`src/rtl/spi_dac_pkg.sv`:
```
// Shared constants and types for the SPI DAC responder.
package spi_dac_pkg;

  localparam int FRAME_BITS_C = 24;
  localparam int DATA_BITS_C  = 16;

  // Field positions inside a frame: cmd[23:20], addr[19:16], data[15:0].
  localparam int CMD_LSB_C  = 20;
  localparam int CMD_W_C    = 4;
  localparam int ADDR_LSB_C = 16;
  localparam int ADDR_W_C   = 4;
  localparam int DATA_LSB_C = 0;

  typedef enum logic [1:0] {
    IDLE  = 2'd0,
    SHIFT = 2'd1,
    DONE  = 2'd2
  } state_t;

  typedef enum logic [3:0] {
    NOP          = 4'h0,
    WRITE        = 4'h1,
    UPDATE       = 4'h2,
    WRITE_UPDATE = 4'h3
  } cmd_t;

endpackage

```
`src/rtl/spi_sync_edge.sv`:
```
// Two-flop synchronizer plus one edge-detect flop for an asynchronous pin.
// The level output is the second synchronizer stage; rise/fall compare it
// against the third flop, so a pin edge is acted on three clocks later.
module spi_sync_edge #(
  parameter logic RESET_VAL = 1'b0
) (
  input  logic clk_i,
  input  logic reset_ni,
  input  logic d_i,
  output logic level_o,
  output logic rise_o,
  output logic fall_o
);

  logic s1_q, s2_q, s3_q;

  // Synchronizer chain and edge-detect history flop.
  always_ff @(posedge clk_i or negedge reset_ni) begin
    if (!reset_ni) begin
      s1_q <= RESET_VAL;
      s2_q <= RESET_VAL;
      s3_q <= RESET_VAL;
    end else begin
      // NOTE: non-blocking so every stage samples the previous stage's old
      // value; blocking here would collapse the chain into a single flop.
      s1_q <= d_i;
      s2_q <= s1_q;
      s3_q <= s2_q;
    end
  end

  assign level_o = s2_q;
  assign rise_o  = s2_q & ~s3_q;
  assign fall_o  = ~s2_q & s3_q;

endmodule

```
`src/rtl/spi_dac_receiver.sv`:
```
// SPI responder modelling the DAC end of the DacWriter link. Oversamples the
// SPI pins in the clk_i domain, deserializes 24-bit MSB-first frames, decodes
// cmd/addr/data and holds the last written DAC code.
// Optional build macro: SPI_READBACK_EN (spi_miso_o replays the previous good
// frame); when undefined spi_miso_o is tied low.
module spi_dac_receiver
  import spi_dac_pkg::*;
#(
  parameter int         FRAME_BITS       = FRAME_BITS_C,
  parameter int         DATA_BITS        = DATA_BITS_C,
  parameter logic [3:0] CMD_WRITE_UPDATE = WRITE_UPDATE
) (
  input  logic                 clk_i,
  input  logic                 reset_ni,
  input  logic                 spi_clk_i,
  input  logic                 spi_cs_ni,
  input  logic                 spi_mosi_i,
  input  logic                 dac_reset_ni,
  output logic                 spi_miso_o,
  output logic [3:0]           cmd_o,
  output logic [3:0]           addr_o,
  output logic [DATA_BITS-1:0] data_o,
  output logic                 valid_o,
  output logic [DATA_BITS-1:0] dac_value_o,
  output logic                 frame_err_o,
  output logic                 busy_o
);

  localparam int                CNT_W    = $clog2(FRAME_BITS + 2);
  localparam logic [CNT_W-1:0]  CNT_FULL = CNT_W'(FRAME_BITS);
  localparam logic [CNT_W-1:0]  CNT_SAT  = CNT_W'(FRAME_BITS + 1);

  // Synchronized pin views.
  logic clk_lvl, clk_rise, clk_fall;
  logic cs_lvl, cs_rise, cs_fall;
  logic mosi_lvl, mosi_rise, mosi_fall;
  logic dac_rst_lvl, dac_rst_rise, dac_rst_fall;

  spi_sync_edge #(.RESET_VAL(1'b0)) u_sync_clk (
    .clk_i(clk_i), .reset_ni(reset_ni), .d_i(spi_clk_i),
    .level_o(clk_lvl), .rise_o(clk_rise), .fall_o(clk_fall)
  );

  spi_sync_edge #(.RESET_VAL(1'b1)) u_sync_cs (
    .clk_i(clk_i), .reset_ni(reset_ni), .d_i(spi_cs_ni),
    .level_o(cs_lvl), .rise_o(cs_rise), .fall_o(cs_fall)
  );

  spi_sync_edge #(.RESET_VAL(1'b0)) u_sync_mosi (
    .clk_i(clk_i), .reset_ni(reset_ni), .d_i(spi_mosi_i),
    .level_o(mosi_lvl), .rise_o(mosi_rise), .fall_o(mosi_fall)
  );

  // The DAC reset pin idles high so a chip reset never looks like a DAC reset.
  spi_sync_edge #(.RESET_VAL(1'b1)) u_sync_dac_rst (
    .clk_i(clk_i), .reset_ni(reset_ni), .d_i(dac_reset_ni),
    .level_o(dac_rst_lvl), .rise_o(dac_rst_rise), .fall_o(dac_rst_fall)
  );

  // Only levels are needed for mosi and DAC reset, and the clock level is
  // never read; edges are the events of interest there.
  logic unused_sync;
  assign unused_sync = ^{clk_lvl, cs_lvl, mosi_rise, mosi_fall,
                         dac_rst_rise, dac_rst_fall, clk_fall};

  state_t                 state_q;
  logic [CNT_W-1:0]       cnt_q, cnt_d;
  logic [FRAME_BITS-1:0]  shift_q, shift_d;
  logic [3:0]             cmd_q, addr_q;
  logic [DATA_BITS-1:0]   data_q, dac_q;
  logic                   valid_q, err_q;
  logic                   start_frame;

  // A new frame may start from IDLE, or straight out of DONE when cs fell
  // during the completion cycle.
  assign start_frame = cs_fall && (state_q == IDLE || state_q == DONE);

  // Next shift-register and saturating bit-counter values for one SPI bit.
  always_comb begin
    // NOTE: defaults first so every path assigns and no latch is inferred.
    shift_d = {shift_q[FRAME_BITS-2:0], mosi_lvl};
    cnt_d   = cnt_q;
    if (cnt_q != CNT_SAT) cnt_d = cnt_q + 1'b1;
  end

  // Frame FSM with registered decode outputs and DAC code register.
  always_ff @(posedge clk_i or negedge reset_ni) begin
    if (!reset_ni) begin
      state_q <= IDLE;
      cnt_q   <= '0;
      // NOTE: the shift register is reset along with the control state so
      // the decode fields never expose stale bits after a reset.
      shift_q <= '0;
      cmd_q   <= '0;
      addr_q  <= '0;
      data_q  <= '0;
      dac_q   <= '0;
      valid_q <= 1'b0;
      err_q   <= 1'b0;
    end else begin
      valid_q <= 1'b0;
      err_q   <= 1'b0;
      unique case (state_q)
        IDLE: begin
          if (start_frame) begin
            state_q <= SHIFT;
            cnt_q   <= '0;
            shift_q <= '0;
          end
        end
        SHIFT: begin
          // cs rising wins over a coincident clock edge.
          if (cs_rise) begin
            if (cnt_q == CNT_FULL) begin
              state_q <= DONE;
            end else begin
              err_q   <= 1'b1;
              state_q <= IDLE;
            end
          end else if (clk_rise) begin
            shift_q <= shift_d;
            cnt_q   <= cnt_d;
          end
        end
        DONE: begin
          cmd_q   <= shift_q[CMD_LSB_C +: CMD_W_C];
          addr_q  <= shift_q[ADDR_LSB_C +: ADDR_W_C];
          data_q  <= shift_q[DATA_LSB_C +: DATA_BITS];
          valid_q <= 1'b1;
          if (shift_q[CMD_LSB_C +: CMD_W_C] == CMD_WRITE_UPDATE && dac_rst_lvl)
            dac_q <= shift_q[DATA_LSB_C +: DATA_BITS];
          if (start_frame) begin
            state_q <= SHIFT;
            cnt_q   <= '0;
            shift_q <= '0;
          end else begin
            state_q <= IDLE;
          end
        end
        default: state_q <= IDLE;
      endcase
      // DAC reset pin overrides any load while it is held low.
      if (!dac_rst_lvl) dac_q <= '0;
    end
  end

  assign cmd_o       = cmd_q;
  assign addr_o      = addr_q;
  assign data_o      = data_q;
  assign valid_o     = valid_q;
  assign frame_err_o = err_q;
  assign dac_value_o = dac_q;
  assign busy_o      = (state_q == SHIFT);

`ifdef SPI_READBACK_EN
  logic [FRAME_BITS-1:0] rb_q, tx_q, rb_src;
  logic [CNT_W-1:0]      tx_cnt_q;
  logic                  miso_q;

  // A frame completing in DONE is already the "previous" frame for a new
  // frame that starts in the same cycle.
  assign rb_src = (state_q == DONE) ? shift_q : rb_q;

  // Readback capture and MSB-first replay on falling SPI clock edges.
  always_ff @(posedge clk_i or negedge reset_ni) begin
    if (!reset_ni) begin
      rb_q     <= '0;
      tx_q     <= '0;
      tx_cnt_q <= '0;
      miso_q   <= 1'b0;
    end else begin
      if (state_q == DONE) rb_q <= shift_q;
      if (start_frame) begin
        miso_q   <= rb_src[FRAME_BITS-1];
        tx_q     <= {rb_src[FRAME_BITS-2:0], 1'b0};
        tx_cnt_q <= CNT_W'(1);
      end else if (state_q == SHIFT && !cs_rise) begin
        if (clk_fall) begin
          if (tx_cnt_q < CNT_FULL) begin
            miso_q   <= tx_q[FRAME_BITS-1];
            tx_q     <= {tx_q[FRAME_BITS-2:0], 1'b0};
            tx_cnt_q <= tx_cnt_q + 1'b1;
          end else begin
            miso_q <= 1'b0;
          end
        end
      end else begin
        miso_q <= 1'b0;
      end
    end
  end

  assign spi_miso_o = miso_q;
`else
  assign spi_miso_o = 1'b0;
`endif

endmodule

```
`config.mk`:
```
export PLATFORM = sky130hd
export DESIGN_NAME = spi_dac_receiver
export DESIGN_NICKNAME = d
export VERILOG_FILES = /design/src/rtl/spi_dac_pkg.sv /design/src/rtl/spi_sync_edge.sv /design/src/rtl/spi_dac_receiver.sv
export SDC_FILE = /design/constraint.sdc
export NUM_CORES = 1
export LEC_CHECK = 0
export ABC_CLOCK_PERIOD_IN_PS = 1500
export BUFFER_PORTS_ARGS = -buffer_cell sky130_fd_sc_hd__buf_4
export CORE_ASPECT_RATIO = 0.9
export CORE_MARGIN = 3
export CORE_UTILIZATION = 51
export CTS_CLUSTER_SIZE = 16
export DETAILED_ROUTE_END_ITERATION = 10
export GPL_ROUTABILITY_DRIVEN = 1
export PLACE_DENSITY = 0.82
export SLEW_MARGIN = 20
export SYNTH_ARGS = -nofsm -noshare
export SYNTH_HDL_FRONTEND = slang
export SYNTH_HIERARCHICAL = 1
export SYNTH_SLANG_ARGS = --single-unit
```
`constraint.sdc`:
```
create_clock -name clk_i -period 1.5 [get_ports clk_i]
set_input_delay 0.375 -clock clk_i [delete_from_list [all_inputs] [get_ports clk_i]]
set_output_delay 0.375 -clock clk_i [all_outputs]
set_load 0.05 [all_outputs]
```
==> results.md, run 1 <==
Power and ir drop:
- Of the total power, the clock network draws 0.336.
- In this run the static leakage power is 2.05 nW.
- The internal power of the cells totals 0.00322 W.
- In this run the power spent charging and discharging nets is 0.00110 W.
- The net switching fraction of the power is 0.255.
- The design draws about 0.0043 W.
- IR analysis of the VDD net gives a maximum drop of between 0.6 and 0.7 mV.
- Of the total power, registers draw 0.556.
- Of the total power, combinational logic draws 0.108.
- Dividing total power by cell area gives a power density of ~1100 nW/um^2.

Detailed routing:
- The overall via count from detail_route is approximately 2300.
- For this run, the detailed router's first-pass iteration total came to 4.
- The number of DRC markers after the initial detailed-route iteration is between 150 and 200.
- The via density per instance is approximately 5.3.
- The average wire per standard cell is 15.1 um.
- The remaining antenna violation count after routing is 0.
- The routed design has ~6.6 mm of wire.
- The post-detailed-route DRC marker count is 0.

Min path:
- The path class of the lowest-slack min-delay path is input pin to flop.
- The worst hold path begins at dac_reset_ni.

Timing:
- Between clock sinks in the finished design, the worst skew comes to around 0.011 ns.
- Setup violations remaining at the end of the flow were counted as 14.
- Of the available clock period, the critical path in the final layout requires 1.03.
- The count of final max-slew check failures is 0.
- The hold violation count in the final report is 0.
- In the final timing run, aggregate negative setup slack is -0.192 ns.
- The minimum period implied by the final worst setup slack is approximately 1.5 ns.
- Setup repair after global routing could not meet its margin everywhere.
- Once routing completed, OpenROAD measured the worst setup slack at -0.0398 ns.
- Timing would allow up to roughly 650 MHz.

Global route:
- The sum of overflow across all layers after global routing is 0.
- The first global-routing pass estimated between 10 and 15 mm of wire.
- The number of antenna violations at the first check in global routing is 0.
- Entering global routing, the biggest net connects 41 pins.
- The number of global-route vias before repair is about 2200.
- The global-route usage over all layers is 0.179.

Floorplan:
- The total die area is 7430 sq um.
- The die is 90.5 um wide.
- The area of the placeable core is around 6200 sq um.
- The standard-cell row count is 27.
- Pin placement for this block handled 50 I/O pins.
- The vertical die dimension is between 80 and 90 um.
- The initial utilization of the core area, before any placement, comes to 0.531.

Clock network:
- The CTS root buffer is clkbuf_8.
- TritonCTS created 9 clock buffers.
- At the later pin of the worst-skew pair, clock insertion delay measures 0.35 ns.
- Clock-pin slew was measured on the worst setup and hold paths at 0.08 ns.
- Counting along the longest clock path gives a buffer depth of 2.
- CTS saw 83 sinks.
- The H-tree was split into 3 levels.
- TritonCTS built the clock tree.

Layout:
- The total inserted antenna cells is 0.
- The final layout net count is around 360.
- Relative to the synthesized area, the layout overhead comes to 24.4%.
- Of the cells placed in the final design, the portion with a size suffix greater than 1 is 0.261.
- The post-route standard cell area excluding fillers is approximately 4100 sq um.

Yosys:
- The net count after synthesis is 300.
- A synthesized cell averages between 10 and 15 sq um.
- In the synthesized netlist, the number of instances is just under 300.
- The synthesized netlist occupies a cell area of roughly 3300 sq um.
- During synthesis, Yosys emitted a total of 6 warnings.

Critical path:
- The worst register-to-register path begins at u_sync_cs/level_o$_DFF_PN1_.
- The worst setup path is captured at a flop.
- The launching element type of the critical path is a flop.
- The largest fanout of any net on the critical path is 12.
- The critical path arrival is approximately 1.8 ns.
- Tracing the worst setup path back leads to its startpoint at u_sync_cs/level_o$_DFF_PN1_.
- Data on the critical path is required at its endpoint by approximately 1.8 ns.
- The worst setup path is of the flop to flop kind.

Placed design:
- The detailed placement HPWL is about 4.2 mm.
- The count of input and output buffers is 48.
- The post-place instance area is around 3800 sq um.
- The routability congestion estimate from global placement is 0.745.

Job:
- Max-cap violations in this run came to 0.

Outcome:
- The final reports fail on setup timing.
- The run finished, with violations left.
[state kept, by name, summed over array words and instances (netlist names), 2 cells and up]
name,count
data_o,16
cmd_o,4
state_q,2
cnt_q,5
dac_value_o,16
shift_q,24
addr_o,4
[worst paths after layout]
path                                            endpoint  slack [ns]  cells after the start
max in group asynchronous       u_sync_cs/s1_q$_DFF_PN1_        0.49                      3
setup / recovery                 shift_q[20]$_DFFE_PN0P_       -0.04                      5
min in group asynchronous          data_o[4]$_DFFE_PN0P_        0.48                      2
hold / removal             u_sync_dac_rst/s1_q$_DFF_PN1_        0.13                      1
hold reg to reg             u_sync_clk/level_o$_DFF_PN0_        0.36                      0
setup reg to reg                 shift_q[20]$_DFFE_PN0P_       -0.04                      5
[metrics by stage]
stage,std cells,hold slack (ns),setup WS (ns),utilization
after CTS,436,0.117,-0.0421,0.650
after floorplan,291,0.0794,0.0261,-
final,439,0.127,-0.0398,0.660
after global routing,439,0.104,-0.0841,0.660
after global placement,418,0.311,-0.0176,0.615
after detailed placement,418,0.310,-0.0468,0.615
[layout make-up]
| cell class | instances | area, sq um |
|---|---|---|
| fill | 472 | 2100 |
| sequential | 83 | 2080 |
| multi-input combinational | 183 | 1100 |
| timing repair buffer | 64 | 583 |
| clock buffer | 12 | 155 |
| tap | 87 | 109 |
| clock inverter | 4 | 25.0 |
| inverter | 6 | 22.5 |
[timing repair]
| action | in CTS | in global routing |
|---|---|---|
| gates resized for setup | 2 | 6 |
| endpoints found under the setup margin | 30 | 46 |
| pin swaps | 1 | 1 |
| hold endpoints to repair | 22 | 0 |
| buffers inserted | 1 | 2 |
| cloned | 0 | 1 |
| hold buffers | 1 | 0 |
[routing by layer]
metal  GRT usage  vias up  share of wire
met2       0.285       63           0.47
met3      0.0562        6          0.052
li1            -     1107              -
met1       0.240     1132           0.47
met4      0.0505        0         0.0086
met5           0        -              0
[worst max-delay path: stages (launching register included)]
cell	delay, ns
dfstp_2	0.54
nor2b_4	0.17
and4bb_4	0.23
a21oi_4	0.20
clkbuf_16	0.20
a22o_1	0.14
[power by group through the flow]
| stage | registers [W] | clock network [W] | logic, W |
|---|---|---|---|
| global route | 0.00242 | 0.00158 | 0.000508 |
| finish | 0.00240 | 0.00145 | 0.000466 |
| CTS | 0.00240 | 0.00149 | 0.000426 |
| global placement | 0.00244 | 0 | 0.000391 |
| detailed placement | 0.00245 | 0 | 0.000405 |
| floorplan | 0.00242 | 0 | 0.000278 |
[cells in the final DEF (no fill, tap or decap), types with 2 or more instances in the layout]
| cell type | instances |
|---|---|
| nand2b_1 | 2 |
| buf_12 | 6 |
| nand3_1 | 17 |
| a22o_1 | 24 |
| a21boi_0 | 3 |
| buf_4 | 54 |
| dfrtp_1 | 77 |
| buf_6 | 2 |
| ha_1 | 3 |
| a21boi_1 | 13 |
| clkinvlp_4 | 2 |
| a21oi_1 | 2 |
| and3b_1 | 2 |
| dfstp_2 | 5 |
| inv_1 | 5 |
| nand2_1 | 78 |
| clkbuf_8 | 11 |
| clkinv_2 | 2 |
| mux2i_1 | 2 |
| o21ai_0 | 17 |
| nor2_1 | 2 |
No activity file was read; power rests on OpenSTA's default activity.
==> run 2: changes to the inputs <==
--- a/config.mk
+++ b/config.mk
@@ -5,7 +5,7 @@
 export SDC_FILE = /design/constraint.sdc
 export NUM_CORES = 1
 export LEC_CHECK = 0
-export ABC_CLOCK_PERIOD_IN_PS = 1500
+export ABC_CLOCK_PERIOD_IN_PS = 1300
 export BUFFER_PORTS_ARGS = -buffer_cell sky130_fd_sc_hd__buf_4
 export CORE_ASPECT_RATIO = 0.9
 export CORE_MARGIN = 3
==> constraint.sdc (replaced) <==
create_clock -name clk_i -period 1.3 [get_ports clk_i]
set_input_delay 0.325 -clock clk_i [delete_from_list [all_inputs] [get_ports clk_i]]
set_output_delay 0.325 -clock clk_i [all_outputs]
set_load 0.05 [all_outputs]
==> run 2 against run 1 <==
  * The flow still finishes with violations (setup timing)
  * Global-route usage increased by 2.4 points
  * Critical path depth unchanged
  * Clock power increased by 16%
  * Largest cell class unchanged
==> results.md, run 2 (synthesis results as in run 1) <==
Outcome:
- The flow ran to the end, but the final reports show violations.
- The checks that failed: setup timing.

Critical path:
- The kind of critical path is flop to flop.
- The signal on the critical path passes through nor2b_4, and4bb_4, a21oi_4, buf_12, a22o_1.
- The number of cells on the worst reg-to-reg path is 5 (unchanged).
- The worst setup slack for register-to-register paths is -0.21 ns (-0.17 ns).
- The worst register-to-register path ends at shift_q[21]$_DFFE_PN0P_.
- The data required time at the worst endpoint is 1.55 ns (-0.24 ns).
- The worst register-to-register path begins at u_sync_cs/s3_q$_DFF_PN1_.
- The critical path arrival came to 1.75 ns (-0.08 ns).
- Among cell families on the critical path, the largest total delay comes from flip-flops.
- The worst setup path is launched from a flop.
- On the critical path, the stage with the largest delay is an instance of dfstp_2.
- The nature of the critical path endpoint is a flop.
- The most critical setup path has its startpoint at u_sync_cs/s3_q$_DFF_PN1_.
- The endpoint of the worst setup timing path is shift_q[21]$_DFFE_PN0P_.
- The stage delay of the slowest cell on the critical path is 0.56 ns (+0.02 ns).
- The sum of buffers and inverters on the critical path is 1 (unchanged).
- The largest fanout of any net on the critical path is 14 (+2).
- The number of logic stages on the critical path including buffering was 5 (unchanged).

Detailed routing:
- The post-detailed-route DRC marker count came to 0 (unchanged).
- The sum of routed wire length over all layers is 8.62 mm (+30%).
- The count of TritonRoute iterations in the first routing pass came to 4 (unchanged).
- The overall via count from detail_route was 2603 (+13%).
- The number of DRC markers after the initial detailed-route iteration is 175 (-4.9%).
- The via density per instance is 5.61 (+6.7%).
- The remaining antenna violation count after routing is 0 (unchanged).
- The average wire per standard cell is 18.6 um (+23%).

Job:
- The max-cap check violation count came to 0 (unchanged).

Power and ir drop:
- The leakage power is 2.31 nW (+13%).
- The maximum VDD drop is 0.867 mV (+28%).
- The power per cell area came to 1080 nW/um^2 (+2.0%).

Clock network:
- The total clock sinks is 83 (unchanged).
- The number of levels the H-tree was split into is 3 (unchanged).
- The post-CTS clock slew at the launch and capture registers of the worst setup and hold paths is 0.08 ns (about the same).
- The clock latency at the later pin of the worst-skew pair is 0.37 ns (+0.02 ns).
- The clock buffer count from CTS is 9 (unchanged).
- CTS placed an instance of clkbuf_8 at the clock tree root.
- The number of buffers on the longest clock path is 2 (unchanged).
- The clock tree from TritonCTS is built.

Layout:
- The top cell types in the final layout, fill and taps aside, are dfrtp_1, nand2_1, buf_6, buf_4, a22o_1.
- The final layout net count is 381 (+7.0%).
- The number of flip-flops in the largest register came to 24 (unchanged).
- The number of fillers in the final layout came to 372 (-21%).
- The top register by number of flip-flops is shift_q.
- The library cell used most frequently in the layout, excluding fill and tap cells, is dfrtp_1.
- The layout cell share with drive strength beyond 1 came to 0.422 (+0.160).
- The area growth from synthesis to layout is 43.4%.
- The total inserted antenna cells was 0 (unchanged).
- The post-route non-filler standard cell count is 464 (+5.7%).

Timing:
- The minimum period implied by the final worst setup slack is 1.51 ns (-0.0336 ns).
- Setup repair after global routing could not meet its margin everywhere.
- The final critical-path share of the clock period is 1.16 (+0.132).
- The worst clock skew on the final layout is 0.0158 ns (+0.00506 ns).
- The timing-limited maximum frequency is 664 MHz (+2.2%).
- The count of final max-slew check failures came to 0 (unchanged).
- The hold violation count in the final report is 0 (unchanged).
- The count of final setup violators is 64 (+50).
- The final critical-path setup slack is -0.206 ns (-0.166 ns).

Global route:
- The number of global-route vias before repair is 2358 (+5.7%).
- The sum of overflow across all layers after global routing came to 0 (unchanged).
- The global-route usage over all layers is 0.203 (+0.0243).
- The number of antenna violations at the first check in global routing was 0 (unchanged).
- The wire length of the first global-routing pass was 11.7 mm (+12%).
- The maximum number of pins on one net before global-route repair came to 34 (-17%).

Placed design:
- The pre-CTS worst setup slack came to -0.239 ns (-0.192 ns).
- The routability congestion estimate from global placement was 0.752 (+0.99%).
- The count of input and output buffers was 48 (unchanged).
- The detailed placement HPWL is 4.55 mm (+7.4%).
- The placed cell count came to 426 (+1.9%).

Floorplan:
- The vertical die dimension is 82.1 um (unchanged).
- The I/O pin count is 50 (unchanged).
- The standard-cell row count was 27 (unchanged).
- The horizontal die dimension came to 90.5 um (unchanged).
- The effective utilization at floorplan is 0.531 (unchanged).
- The area of the placeable core came to 6180 sq um (unchanged).
- The total die area is 7430 sq um (unchanged).

Min path:
- The min-delay analysis places its worst path in the category input pin to flop.
- The worst hold path begins at spi_mosi_i.
-- run 2: layer usage --
| layer | vias to the layer above | GRT usage | routed length (um) | part of all wire |
|---|---|---|---|---|
| met5 | - | 0 | 0 | 0 |
| met4 | 0 | 0.0933 | 251 | 0.029 |
| met3 | 28 | 0.0498 | 548 | 0.064 |
| met2 | 116 | 0.343 | 4410 | 0.51 |
| met1 | 1297 | 0.253 | 3410 | 0.40 |
| li1 | 1162 | - | - | - |
-- run 2: layout make-up --
cell class	instances	area [sq um]	area share
flip-flops and latches	83	2080	0.443
inverters	6	30.0	0.00638
multi-input cells	183	1280	0.273
clock buffers	10	128	0.0271
repair buffers	89	1020	0.216
well taps	87	109	0.0231
clock inverters	6	50.0	0.0106
-- run 2: power breakdown --
part / internal (W) / total [W] / switching (W)
Sequential: 0.00268 / 0.00276 / 0.0000814
Combinational: 0.000297 / 0.000638 / 0.000342
Clock: 0.000710 / 0.00168 / 0.000974
-- run 2: what timing repair did --
| item | CTS | global route |
|---|---|---|
| hold buffers | 1 | 0 |
| buffers inserted | 2 | 14 |
| resized for setup | 15 | 104 |
| cloned | 1 | 5 |
| pin swaps | 2 | 23 |
| endpoints found under the setup margin | 40 | 90 |
| hold endpoints to repair | 17 | 0 |
-- run 2: how the worst min path moves through the flow --
stage	end	depth (start not counted)	slack (ns)
2_1_floorplan	addr_o[0]$_DFFE_PN0P_	0	0.03
3_3_place_gp	shift_q[4]$_DFFE_PN0P_	1	0.25
3_5_place_dp	shift_q[4]$_DFFE_PN0P_	1	0.26
4_1_cts	u_sync_mosi/s1_q$_DFF_PN0_	1	0.06
5_1_grt	u_sync_clk/s1_q$_DFF_PN0_	1	0.05
6_report	u_sync_mosi/s1_q$_DFF_PN0_	1	0.07
-- run 2: through the flow --
step	utilization	setup TNS [ns]	cell area, sq um	hold slack (ns)	power [W]
2_1_floorplan	-	-4.04	3290	0.0294	0.00312
3_3_place_gp	0.625	-3.91	3860	0.246	0.00332
3_5_place_dp	0.625	-5.05	3860	0.256	0.00334
4_1_cts	0.673	-7.26	4160	0.0638	0.00504
5_1_grt	0.761	-9.47	4700	0.0509	0.00529
6_report	0.761	-6.58	4700	0.0679	0.00508
==> run 3: changes to the inputs <==
--- a/config.mk
+++ b/config.mk
@@ -9,11 +9,12 @@
 export BUFFER_PORTS_ARGS = -buffer_cell sky130_fd_sc_hd__buf_4
 export CORE_ASPECT_RATIO = 0.9
 export CORE_MARGIN = 3
-export CORE_UTILIZATION = 51
+export CORE_UTILIZATION = 53
+export CTS_BUF_LIST = sky130_fd_sc_hd__clkbuf_4 sky130_fd_sc_hd__clkbuf_8
 export CTS_CLUSTER_SIZE = 16
 export DETAILED_ROUTE_END_ITERATION = 10
 export GPL_ROUTABILITY_DRIVEN = 1
-export PLACE_DENSITY = 0.82
+export PLACE_DENSITY = 0.85
 export SLEW_MARGIN = 20
 export SYNTH_ARGS = -nofsm -noshare
 export SYNTH_HDL_FRONTEND = slang
==> run 3 against run 2 <==
  * The flow still finishes with violations (setup timing)
  * Combinational power is essentially flat
  * Critical endpoint is now busy_o
  * Critical path type is now flop to primary output
  * Sequential share of layout area grew 1.0 points
  * First-iteration DRC count shrank 0.57%
==> results.md, run 3 (synthesis results as in run 1) <==
Outcome:
- The flow ran to the end, but the final reports show violations.
- The checks that failed: setup timing.

Global route:
- The sum of overflow across all layers after global routing is 0 (unchanged).
- The global-route usage over all layers was 0.217 (+0.0140).
- The maximum number of pins on one net before global-route repair came to 42 (+24%).
- The number of global-route vias before repair was 2406 (+2.0%).
- The wire length of the first global-routing pass came to 11.7 mm (+0.36%).
- The number of antenna violations at the first check in global routing is 0 (unchanged).

Timing:
- The final worst hold slack came to 0.0664 ns (-0.00156 ns).
- The timing-limited maximum frequency was 669 MHz (+0.77%).
- The worst clock skew on the final layout came to 0.00658 ns (-0.00927 ns).
- The count of final max-slew check failures was 0 (unchanged).
- The hold violation count in the final report is 0 (unchanged).
- The final critical-path share of the clock period is 1.15 (-0.00881).
- Setup repair after global routing could not meet its margin everywhere.
- The count of final setup violators came to 71 (+11%).
- The total negative setup slack is -6.22 ns (+0.360 ns).
- The minimum period implied by the final worst setup slack is 1.49 ns (-0.0115 ns).
- The final critical-path setup slack was -0.195 ns (+0.0115 ns).

Critical path:
- The cell with the largest stage delay on the worst path is dfrtp_1.
- The nature of the critical path endpoint is a primary output.
- The stage delay of the slowest cell on the critical path is 0.41 ns (-0.15 ns).
- The setup path with the least slack is of type flop to primary output.
- The worst setup path is launched from a flop.
- Walking the worst path, the cells encountered are and2b_1, buf_6.
- The data required time at the worst endpoint was 0.98 ns (-0.57 ns).
- The critical path arrival is 1.17 ns (-0.58 ns).
- The cell family with the largest share of critical-path delay is flip-flops.
- The largest fanout of any net on the critical path is 3 (-11).
- The sum of buffers and inverters on the critical path is 1 (unchanged).

Power and ir drop:
- The maximum VDD drop is 1.04 mV (+20%).
- The net switching power figure is 0.00135 W (-3.1%).
- The part of the power in combinational logic is 0.118 (-0.008).
- The power per cell area is 1190 nW/um^2 (+9.7%).
- The net switching fraction of the power is 0.248 (-0.0265).
- The part of the power in registers was 0.508 (-0.035).
- The leakage power was 2.27 nW (-1.6%).
- The clock network fraction of total power is 0.374 (+0.043).
- The internal power component came to 0.00409 W (+11%).

Placed design:
- The detailed placement HPWL was 4.48 mm (-1.4%).
- The pre-CTS worst setup slack is -0.259 ns (-0.0209 ns).
- The count of input and output buffers is 48 (unchanged).
- The post-place instance area is 3840 sq um (-0.74%).
- The routability congestion estimate from global placement is 0.779 (+3.6%).

Detailed routing:
- The via density per instance is 5.72 (+2.0%).
- The count of TritonRoute iterations in the first routing pass is 4 (unchanged).
- The remaining antenna violation count after routing is 0 (unchanged).
- The post-detailed-route DRC marker count is 0 (unchanged).
- The sum of routed wire length over all layers is 8.34 mm (-3.2%).
- The number of DRC markers after the initial detailed-route iteration is 174 (-0.57%).
- The average wire per standard cell came to 18.7 um (+0.51%).
- The overall via count from detail_route was 2559 (-1.7%).

Layout:
- The final layout net count is 381 (unchanged).
- In the layout the commonest cells are nand2_1, dfrtp_1, buf_4, a22o_1, buf_6.
- The signed area change from the synthesized netlist to the final layout is 40.1%.
- Counting flops per register, the top entry is shift_q.
- The layout cell share with drive strength beyond 1 was 0.371 (-0.0504).
- The flip-flop and latch area is 2080 sq um (unchanged).
- The number of flip-flops in the largest register was 24 (unchanged).
- The area of the multi-input gates is 1200 sq um (-6.4%).
- The post-route standard cell area excluding fillers is 4600 sq um (-2.3%).
- The total inserted antenna cells came to 0 (unchanged).
- The number of fillers in the final layout is 336 (-9.7%).

Clock network:
- The clock tree from TritonCTS is built.
- The clock latency at the later pin of the worst-skew pair was 0.36 ns (about the same).
- The clock buffer count from CTS was 9 (unchanged).
- The total clock sinks is 83 (unchanged).
- The post-CTS clock slew at the launch and capture registers of the worst setup and hold paths is 0.08 ns (about the same).
- The number of levels the H-tree was split into is 3 (unchanged).
- The CTS root buffer is clkbuf_8.
- The number of buffers on the longest clock path is 2 (unchanged).

Min path:
- The path class of the lowest-slack min-delay path is input pin to flop.

Floorplan:
- The horizontal die dimension is 88.9 um (-1.8%).
- The I/O pin count came to 50 (unchanged).
- The standard-cell row count is 26 (-3.7%).
- The total die area is 7170 sq um (-3.5%).
- The area of the placeable core is 5820 sq um (-5.8%).
- The vertical die dimension is 80.6 um (-1.8%).
- The effective utilization at floorplan is 0.563 (+0.0327).

Job:
- The max-cap check violation count was 0 (unchanged).
[run 3: cell count changes in the layout (fill, tap and decap cells not counted), sizes merged]
cell / previous run / this run
buf: 84 / 81
clkbuf: 14 / 18
clkinv: 3 / 2
bufinv: 0 / 2
clkinvlp: 2 / 1
inv: 7 / 6
[run 3: stage by stage]
stage                     utilization  instances  power (W)
after floorplan                     -        291    0.00312
after global placement          0.659        408    0.00329
after detailed placement        0.659        408    0.00334
after CTS                       0.713        430    0.00540
after global routing            0.789        447    0.00566
final                           0.789        447    0.00545
[run 3: final timing paths]
kind,start,end,slack (ns),cells past startpoint
worst max-delay path,state_q[1]$_DFFE_PN0P_,busy_o,-0.19,2
worst min-delay path,dac_reset_ni,u_sync_dac_rst/s1_q$_DFF_PN1_,0.07,1
worst max register to register,u_sync_cs/s3_q$_DFF_PN1_,cnt_q[0]$_DFFE_PN0P_,-0.18,5
worst min register to register,u_sync_clk/s1_q$_DFF_PN0_,u_sync_clk/level_o$_DFF_PN0_,0.35,0
max in group asynchronous,reset_ni,state_q[0]$_DFFE_PN0P_,0.41,3
min in group asynchronous,reset_ni,u_sync_mosi/s1_q$_DFF_PN0_,0.38,2
[run 3: cell type report]
cell class                 instances  share of cell area
sequential                        83               0.453
multi-input combinational        183               0.262
timing repair buffer              89               0.212
clock buffer                      11              0.0302
tap                               70              0.0191
clock inverter                     5              0.0169
inverter                           6             0.00653
[run 3: layer usage]
| metal | share of wire | vias to the layer above | global-route usage |
|---|---|---|---|
| met3 | 0.054 | 21 | 0.0646 |
| met1 | 0.41 | 1286 | 0.276 |
| li1 | - | 1161 | - |
| met4 | 0.023 | 0 | 0.0997 |
| met2 | 0.51 | 91 | 0.341 |
| met5 | 0 | - | 0 |
[run 3: power by group through the flow]
| stage | logic (W) | registers [W] | clock network [W] |
|---|---|---|---|
| 3_3_place_gp | 0.000490 | 0.00280 | 0 |
| 6_report | 0.000641 | 0.00277 | 0.00204 |
| 4_1_cts | 0.000594 | 0.00276 | 0.00204 |
| 2_1_floorplan | 0.000321 | 0.00280 | 0 |
| 5_1_grt | 0.000705 | 0.00278 | 0.00218 |
| 3_5_place_dp | 0.000526 | 0.00281 | 0 |
[run 3: what timing repair did]
item	in CTS	in global routing
endpoints found under the setup margin	46	54
pin swaps	1	14
endpoints found under the hold margin	15	0
setup buffers	5	10
gates resized for setup	11	59
hold buffers	1	0
cloned	0	7
